File: src/rtl/button_debouncer_bank.sv
// button_debouncer_bank: per-channel 2-flop synchroniser and tick-qualified debounce FSM.
// Define AUTOREPEAT_EN to add hold-to-repeat pulses; otherwise repeat_pulse stays 0.
//
// state   | meaning
// STABLE0 | debounced low, waiting for sync to rise
// ARM1    | sync high, counting ticks towards a press
// STABLE1 | debounced high, waiting for sync to fall
// ARM0    | sync low, counting ticks towards a release
module button_debouncer_bank #(
  parameter int CHANNELS = 4,
  parameter int CNT_W    = 8
) (
  input  logic                qzt_clk,
  input  logic                reset,
  input  logic                tick,
  input  logic [CHANNELS-1:0] raw_in,
  input  logic [CNT_W-1:0]    limit,
  input  logic [CNT_W-1:0]    hold_limit,
  input  logic [CNT_W-1:0]    repeat_limit,
  output logic [CHANNELS-1:0] level,
  output logic [CHANNELS-1:0] press,
  output logic [CHANNELS-1:0] release_pulse,
  output logic [CHANNELS-1:0] repeat_pulse
);

  typedef enum logic [1:0] {STABLE0, ARM1, STABLE1, ARM0} state_t;

  localparam logic [CNT_W-1:0] ONE = CNT_W'(1);

  // A zero limit behaves as one tick.
  logic [CNT_W-1:0] limit_eff;
  assign limit_eff = (limit == '0) ? ONE : limit;

`ifdef AUTOREPEAT_EN
  logic [CNT_W-1:0] hold_eff;
  logic [CNT_W-1:0] repeat_eff;
  assign hold_eff   = (hold_limit == '0) ? ONE : hold_limit;
  assign repeat_eff = (repeat_limit == '0) ? ONE : repeat_limit;
`else
  logic unused_limits;
  assign unused_limits = ^{hold_limit, repeat_limit};
`endif

  for (genvar g = 0; g < CHANNELS; g++) begin : g_ch
    logic [1:0]       sync;
    state_t           state;
    logic [CNT_W-1:0] cnt;
    logic [CNT_W:0]   cnt_inc;
    logic [CNT_W-1:0] cnt_sat;
    logic             qualify;
    logic             level_q;
    logic             press_q;
    logic             release_q;

    // Compare in CNT_W+1 bits so a saturated counter still qualifies.
    assign cnt_inc = {1'b0, cnt} + (CNT_W + 1)'(1);
    assign cnt_sat = (cnt == '1) ? cnt : cnt_inc[CNT_W-1:0];
    assign qualify = tick && (cnt_inc >= {1'b0, limit_eff});

`ifdef AUTOREPEAT_EN
    logic [CNT_W-1:0] rep_cnt;
    logic             rep_phase;
    logic             rep_q;
    logic [CNT_W:0]   rep_inc;
    logic [CNT_W-1:0] rep_lim;
    logic             rep_fire;

    assign rep_inc  = {1'b0, rep_cnt} + (CNT_W + 1)'(1);
    assign rep_lim  = rep_phase ? repeat_eff : hold_eff;
    assign rep_fire = tick && (rep_inc >= {1'b0, rep_lim});
`endif

    always_ff @(posedge qzt_clk) begin
      if (reset) begin
        sync      <= '0;
        state     <= STABLE0;
        cnt       <= '0;
        level_q   <= 1'b0;
        press_q   <= 1'b0;
        release_q <= 1'b0;
`ifdef AUTOREPEAT_EN
        rep_cnt   <= '0;
        rep_phase <= 1'b0;
        rep_q     <= 1'b0;
`endif
      end else begin
        sync      <= {sync[0], raw_in[g]};
        press_q   <= 1'b0;
        release_q <= 1'b0;
`ifdef AUTOREPEAT_EN
        // Repeat timing runs through ARM0; exits below override it.
        rep_q <= 1'b0;
        if ((state == STABLE1 || state == ARM0) && tick) begin
          if (rep_fire) begin
            rep_q     <= 1'b1;
            rep_cnt   <= '0;
            rep_phase <= 1'b1;
          end else if (rep_cnt != '1) begin
            rep_cnt <= rep_inc[CNT_W-1:0];
          end
        end
`endif
        case (state)
          STABLE0: begin
            if (sync[1]) begin
              state <= ARM1;
              cnt   <= '0;
            end
          end
          ARM1: begin
            if (!sync[1]) begin
              state <= STABLE0;
              cnt   <= '0;
            end else if (qualify) begin
              state   <= STABLE1;
              cnt     <= '0;
              level_q <= 1'b1;
              press_q <= 1'b1;
`ifdef AUTOREPEAT_EN
              rep_cnt   <= '0;
              rep_phase <= 1'b0;
              rep_q     <= 1'b0;
`endif
            end else if (tick) begin
              cnt <= cnt_sat;
            end
          end
          STABLE1: begin
            if (!sync[1]) begin
              state <= ARM0;
              cnt   <= '0;
            end
          end
          ARM0: begin
            if (sync[1]) begin
              state <= STABLE1;
              cnt   <= '0;
`ifdef AUTOREPEAT_EN
              rep_cnt   <= '0;
              rep_phase <= 1'b0;
              rep_q     <= 1'b0;
`endif
            end else if (qualify) begin
              state     <= STABLE0;
              cnt       <= '0;
              level_q   <= 1'b0;
              release_q <= 1'b1;
`ifdef AUTOREPEAT_EN
              rep_cnt   <= '0;
              rep_phase <= 1'b0;
              rep_q     <= 1'b0;
`endif
            end else if (tick) begin
              cnt <= cnt_sat;
            end
          end
          default: begin
            state <= STABLE0;
            cnt   <= '0;
          end
        endcase
      end
    end

    assign level[g]         = level_q;
    assign press[g]         = press_q;
    assign release_pulse[g] = release_q;
`ifdef AUTOREPEAT_EN
    assign repeat_pulse[g]  = rep_q;
`else
    assign repeat_pulse[g]  = 1'b0;
`endif
  end

endmodule

File: config.mk
export PLATFORM = sky130hd
export DESIGN_NAME = button_debouncer_bank
export DESIGN_NICKNAME = d
export VERILOG_FILES = /design/src/rtl/button_debouncer_bank.sv
export SDC_FILE = /design/constraint.sdc
export NUM_CORES = 1
export LEC_CHECK = 0
export BUFFER_PORTS_ARGS = -buffer_cell sky130_fd_sc_hd__buf_2
export CORE_UTILIZATION = 60
export CTS_CLUSTER_SIZE = 28
export DETAILED_ROUTE_END_ITERATION = 10
export GPL_TIMING_DRIVEN = 0
export PLACE_DENSITY = 0.84
export RECOVER_POWER = 100
export SLEW_MARGIN = 10
export SYNTH_ARGS = -nofsm -noshare
export SYNTH_HDL_FRONTEND = slang
export SYNTH_SLANG_ARGS = --single-unit
File: constraint.sdc
create_clock -name qzt_clk -period 6.1 [get_ports qzt_clk]
set_input_delay 0.305 -clock qzt_clk [delete_from_list [all_inputs] [get_ports qzt_clk]]
set_output_delay 0.305 -clock qzt_clk [all_outputs]
set_load 0.02 [all_outputs]
======== Word-level counts from Yosys, hierarchy flattened ========
Index checks and enable logic that the tools add are counted.
operators by class
  add/subtract/negate cells ............... 4
  order comparisons ....................... 4
  eq/ne operators ......................... 48
  muxes and demuxes ....................... 85
  bitwise logic cells ..................... 12
  reductions and logical operators ........ 33
operators with widths
  cell                                                                    number
  8-bit 2-to-1 mux                                                        29
  8-bit one-hot mux with 4 select lines                                   4
  2-bit 2-to-1 mux                                                        24
  2-bit != test (second input constant)                                   24
  8-bit by 1-bit adder with 9-bit output (second input constant)          4
  9-bit by 8-bit greater-or-equal comparator with 1-bit output            4
  8-bit equality test (second input constant)                             4
  2-bit one-hot mux with 4 select lines                                   4
  3-bit != test (second input constant)                                   8
  3-bit OR reduction                                                      8
  1-bit 2-to-1 mux                                                        20
  5-bit AND reduction                                                     4
  2-bit equality test (second input constant)                             8
  4-bit AND reduction                                                     4
  1-bit inverter                                                          12
  2-bit by 1-bit equality test with 1-bit output (second input constant)  4
  2-bit logical NOT                                                       4
  8-bit logical NOT                                                       1
  1-bit one-hot mux with 2 select lines                                   4
  2-bit AND reduction                                                     4
  2-bit nonzero test                                                      4
  1-bit logical AND                                                       4
word-level totals
  register bits ........................... 60
  output and inout bits ................... 16
  logic and storage cells ................. 210

======== Logic depth before layout (Yosys ltp) ========
  depth in word-level cells ............... 7
  depth in mapped cells ................... 13
  gate-level depth less buffers ........... 12

======== Worst setup path before layout ========
Ideal clock, no wire load.
  kind .................................... flip-flop to flip-flop
  from .................................... register g_ch[0].cnt[0]
  to ...................................... register g_ch[0].cnt[2]
  setup time .............................. 70 ps
  arrival time ............................ 2986 ps
  path slack .............................. 3044 ps
  cell stages (with the launch flop) ...... 13
  path buffers ............................ 0
  clock period less this slack ............ 3056 ps
  path through ............................ dfxtp_1 -> ha_1 -> and2_1 -> nand2_1 -> and2_1 -> or2_2 -> ha_1 -> a22o_1 -> o31ai_1 -> o211ai_2 -> and2_1 -> or4b_1 -> a21oi_1
on the way
  word-level cells in the longest chain between the ends .. 6
ends and longest elaborated chain
  item                                                                                              RTL line      RTL
  start: declaration                                                                                47            logic [CNT_W-1:0] cnt;
  start signal: assignment                                                                          125           cnt <= cnt_sat;
  start signal: assignment                                                                          154           cnt <= cnt_sat;
  8-bit by 1-bit adder with 9-bit output or 8-bit equality test (tied branches)                     56, 57
  9-bit by 8-bit greater-or-equal comparator with 1-bit output or 8-bit 2-to-1 mux (tied branches)  58, 57
  1-bit logical AND or 8-bit 2-to-1 mux (tied branches)                                             58, 124, 153
  8-bit 2-to-1 mux *                                                                                114           end else if (qualify) begin
  8-bit 2-to-1 mux (on tied branches)                                                               135, 111
  8-bit one-hot mux with 4 select lines *                                                           103           case (state)
Every way passes the cells marked *; elsewhere a longest branch is shown, timed or not.
A chain may end at the register's enable or synchronous reset.

======== Worst setup path in the final report ========
  from .................................... register g_ch[0].cnt[0]
  to ...................................... register g_ch[0].cnt[4]
The elaborated chain is that of the path after synthesis.

==> out/metrics.cfg <==
[cells_and_area]
final_cell_mix = dfxtp_1 (60), nor2_1 (42), nand2_1 (38), ha_1 (32), a21oi_1 (30)
ff_latch_area_sq_mm = 0.00120
multi_input_area_sq_mm = 0.00232
antennaDiodeCount = 0
area_delta_synth_final_pct = 8.57
stdcell_area_sq_mm = 0.00415
drive_above_1_share_pct = 11.7
fill_cells = 500
nNetsFinal = 547
final_common_cell = dfxtp_1

[placed_design]
post-dp-hpwl_um = 5990
gp_congestion = 0.875
place_area_sq_mm = 0.00405
pre_cts_ws_ps = 2670
portBuffers = 24

[die]
row_count = 28
die-width_um = 81.9
start_util_pct = 63.5
dieArea_sq_mm = 0.00670
core_sq_mm = 0.00603
die_h_um = 81.9
io_pins = 47

[timing]
rsz0062_at_grt = no
fmax_mhz = 273
setup_violations = 0
fin_setup_tns_ps = 0
worstMarginPinSlew_ps = 710
finalCriticalPeriod_ps = 3660
slew_headroom_pct = 52.1
maxSlewViolCount = 0
skew_ps = 6.54
setup_ws_ps = 2440
hold_viol = 0
post-route-period-util_pct = 60.0

[clock_tree]
clock_sinks = 60
holdBufCountCts = 0
cts_made_buffers = 9
ctsResizeCount = 0
cts-root-buf = clkbuf_8
cts_setup_buffers = 0
clk_latency_ps = 340
path_clk_slew_ps = 70
cts_tree = built
clock_path_buffers = 2
h-tree-depth = 3

[route]
wirelength_um = 8350
vias_per_cell = 5.83
dr.pass1.iters = 5
ant_nets = 0
drc = 0
routedWlPerCell_um = 14.8
vias = 3290
drtIter0Drc = 128

[synth]
yosysWarnings = 0
syn_inst = 446
netlist_area_sq_mm = 0.00383
syn_avg_cell_area_sq_um = 8.58
synthFlopType = dfxtp_1
ys_types = 65
synth_seq_area_share_pct = 31.4
synth_seq_cells = 60
synthArstFlopShare_pct = 0
synth_edf_count = 0

[critical_path]
path_max_fanout = 6
path_buf_inv = 0
cp_cell_sequence = ha_1 > and2_0 > nand2_1 > and2_0 > or2_2 > ha_1 > a22o_1 > o31ai_1 > o211ai_1 > nor3_1 > o21ai_0 > a21oi_1
crit_slowest_cell = nor3_1
end_kind = register
cpPeakStageDelay_ps = 600
startpoint_type = register
required_ps = 6370
path_delay_family = simple AND/OR/NAND/NOR gates
critical_path_class = reg -> reg
crit_arrival_ps = 3930

[pwr]
ir_drop_uv = 185
p_leak_nw = 1.78
p_per_area_mw_per_mm2 = 202

[global_routing]
grt_usage_pct = 27.1
gr-usage-met3_pct = 8.11
grt_overflow = 0
grtUsageMet2_pct = 46.0
grt_pass1_vias = 3058
top_usage_layer = met2
antenna_found_initial = 0
grt_pass1_wl_um = 13400
grt_use_met1_pct = 30.2
grt_max_degree = 11

[run]
maxCapViolations = 0

[outcome]
status = complete, no violations

[hold_path]
worstHoldPathType = in -> reg

power breakdown:
part           switching [mW]  internal (mW)  total [mW]
Combinational          0.0453         0.0261      0.0714
Sequential            0.00457          0.398       0.403
Clock                   0.155          0.209       0.364
Total                   0.205          0.634       0.838
through the flow:
stage | power (mW) | hold slack (ps) | util [%] | std cells
after global routing | 0.870 | 153 | 68.9 | 564
final | 0.838 | 166 | 68.9 | 564
after floorplan | 0.462 | 414 | - | 449
after detailed placement | 0.484 | 424 | 67.2 | 548
after global placement | 0.481 | 419 | 67.2 | 548
after CTS | 0.848 | 152 | 70.6 | 564
final cells by class:
type                       count  share of cell area (%)
multi-input combinational    346                    55.8
tap                           75                    2.26
clock buffer                  12                    3.73
timing repair buffer          24                    2.53
clock inverter                 4                    1.14
inverter                      14                    1.27
buffer                        29                    4.37
sequential                    60                    28.9
cells by family after synthesis:
| kind of cell | count (synthesis) | share of synthesized area (%) |
|---|---|---|
| muxes | 10 | 2.62 |
| DFF | 60 | 31.4 |
| adders and majority gates | 35 | 11.2 |
| buffers and inverters | 43 | 6.34 |
| other | 1 | 0.0980 |
| and+or+nand+nor | 176 | 24.0 |
| xor gates and xnor gates | 26 | 5.95 |
| AOI/OAI and AO/OA | 95 | 18.4 |
per-layer routing:
| metal | up-vias | wire [um] |
|---|---|---|
| li1 | 1664 | - |
| met1 | 1522 | 3600 |
| met2 | 83 | 4020 |
| met3 | 21 | 481 |
| met4 | 0 | 245 |
| met5 | - | 0 |
worst register-to-register path: stages (launching register included):
cell	delay, ps
dfxtp_1	430
ha_1	260
and2_0	340
nand2_1	130
and2_0	180
or2_2	320
ha_1	310
a22o_1	210
o31ai_1	180
o211ai_1	250
nor3_1	600
o21ai_0	200
a21oi_1	160
final timing paths:
kind / startpoint / cells past startpoint / slack, ps / endpoint
worst min register to register: g_ch[0].sync[0]$_SDFF_PP0_ / 1 / 440 / g_ch[0].sync[1]$_SDFF_PP0_
worst min-delay path: raw_in[1] / 2 / 170 / g_ch[1].sync[0]$_SDFF_PP0_
worst max register to register: g_ch[0].cnt[0]$_SDFFE_PP0P_ / 12 / 2440 / g_ch[0].cnt[4]$_SDFFE_PP0P_
worst max-delay path: g_ch[0].cnt[0]$_SDFFE_PP0P_ / 12 / 2440 / g_ch[0].cnt[4]$_SDFFE_PP0P_
sequential cells by signal (all words and copies together), names as in the netlist, named ones only:
| signal | count |
|---|---|
| g_ch.cnt | 32 |
| g_ch.level_q | 4 |
| g_ch.press_q | 4 |
| g_ch.release_q | 4 |
| g_ch.state | 4 |
| g_ch.sync | 8 |
synthesized netlist by cell type (10+ instances only):
library cell | number | area (sq um)
a21oi_1 | 28 | 140
inv_1 | 14 | 52.6
nor2b_1 | 13 | 81.3
mux2i_1 | 10 | 100
nand2_1 | 38 | 143
xnor2_1 | 16 | 140
o21ai_0 | 18 | 90.1
nand3_1 | 20 | 100
ha_1 | 32 | 400
xor2_1 | 10 | 87.6
buf_4 | 17 | 128
nor2_1 | 42 | 158
dfxtp_1 | 60 | 1200
No activity file was read; power rests on OpenSTA's default activity.
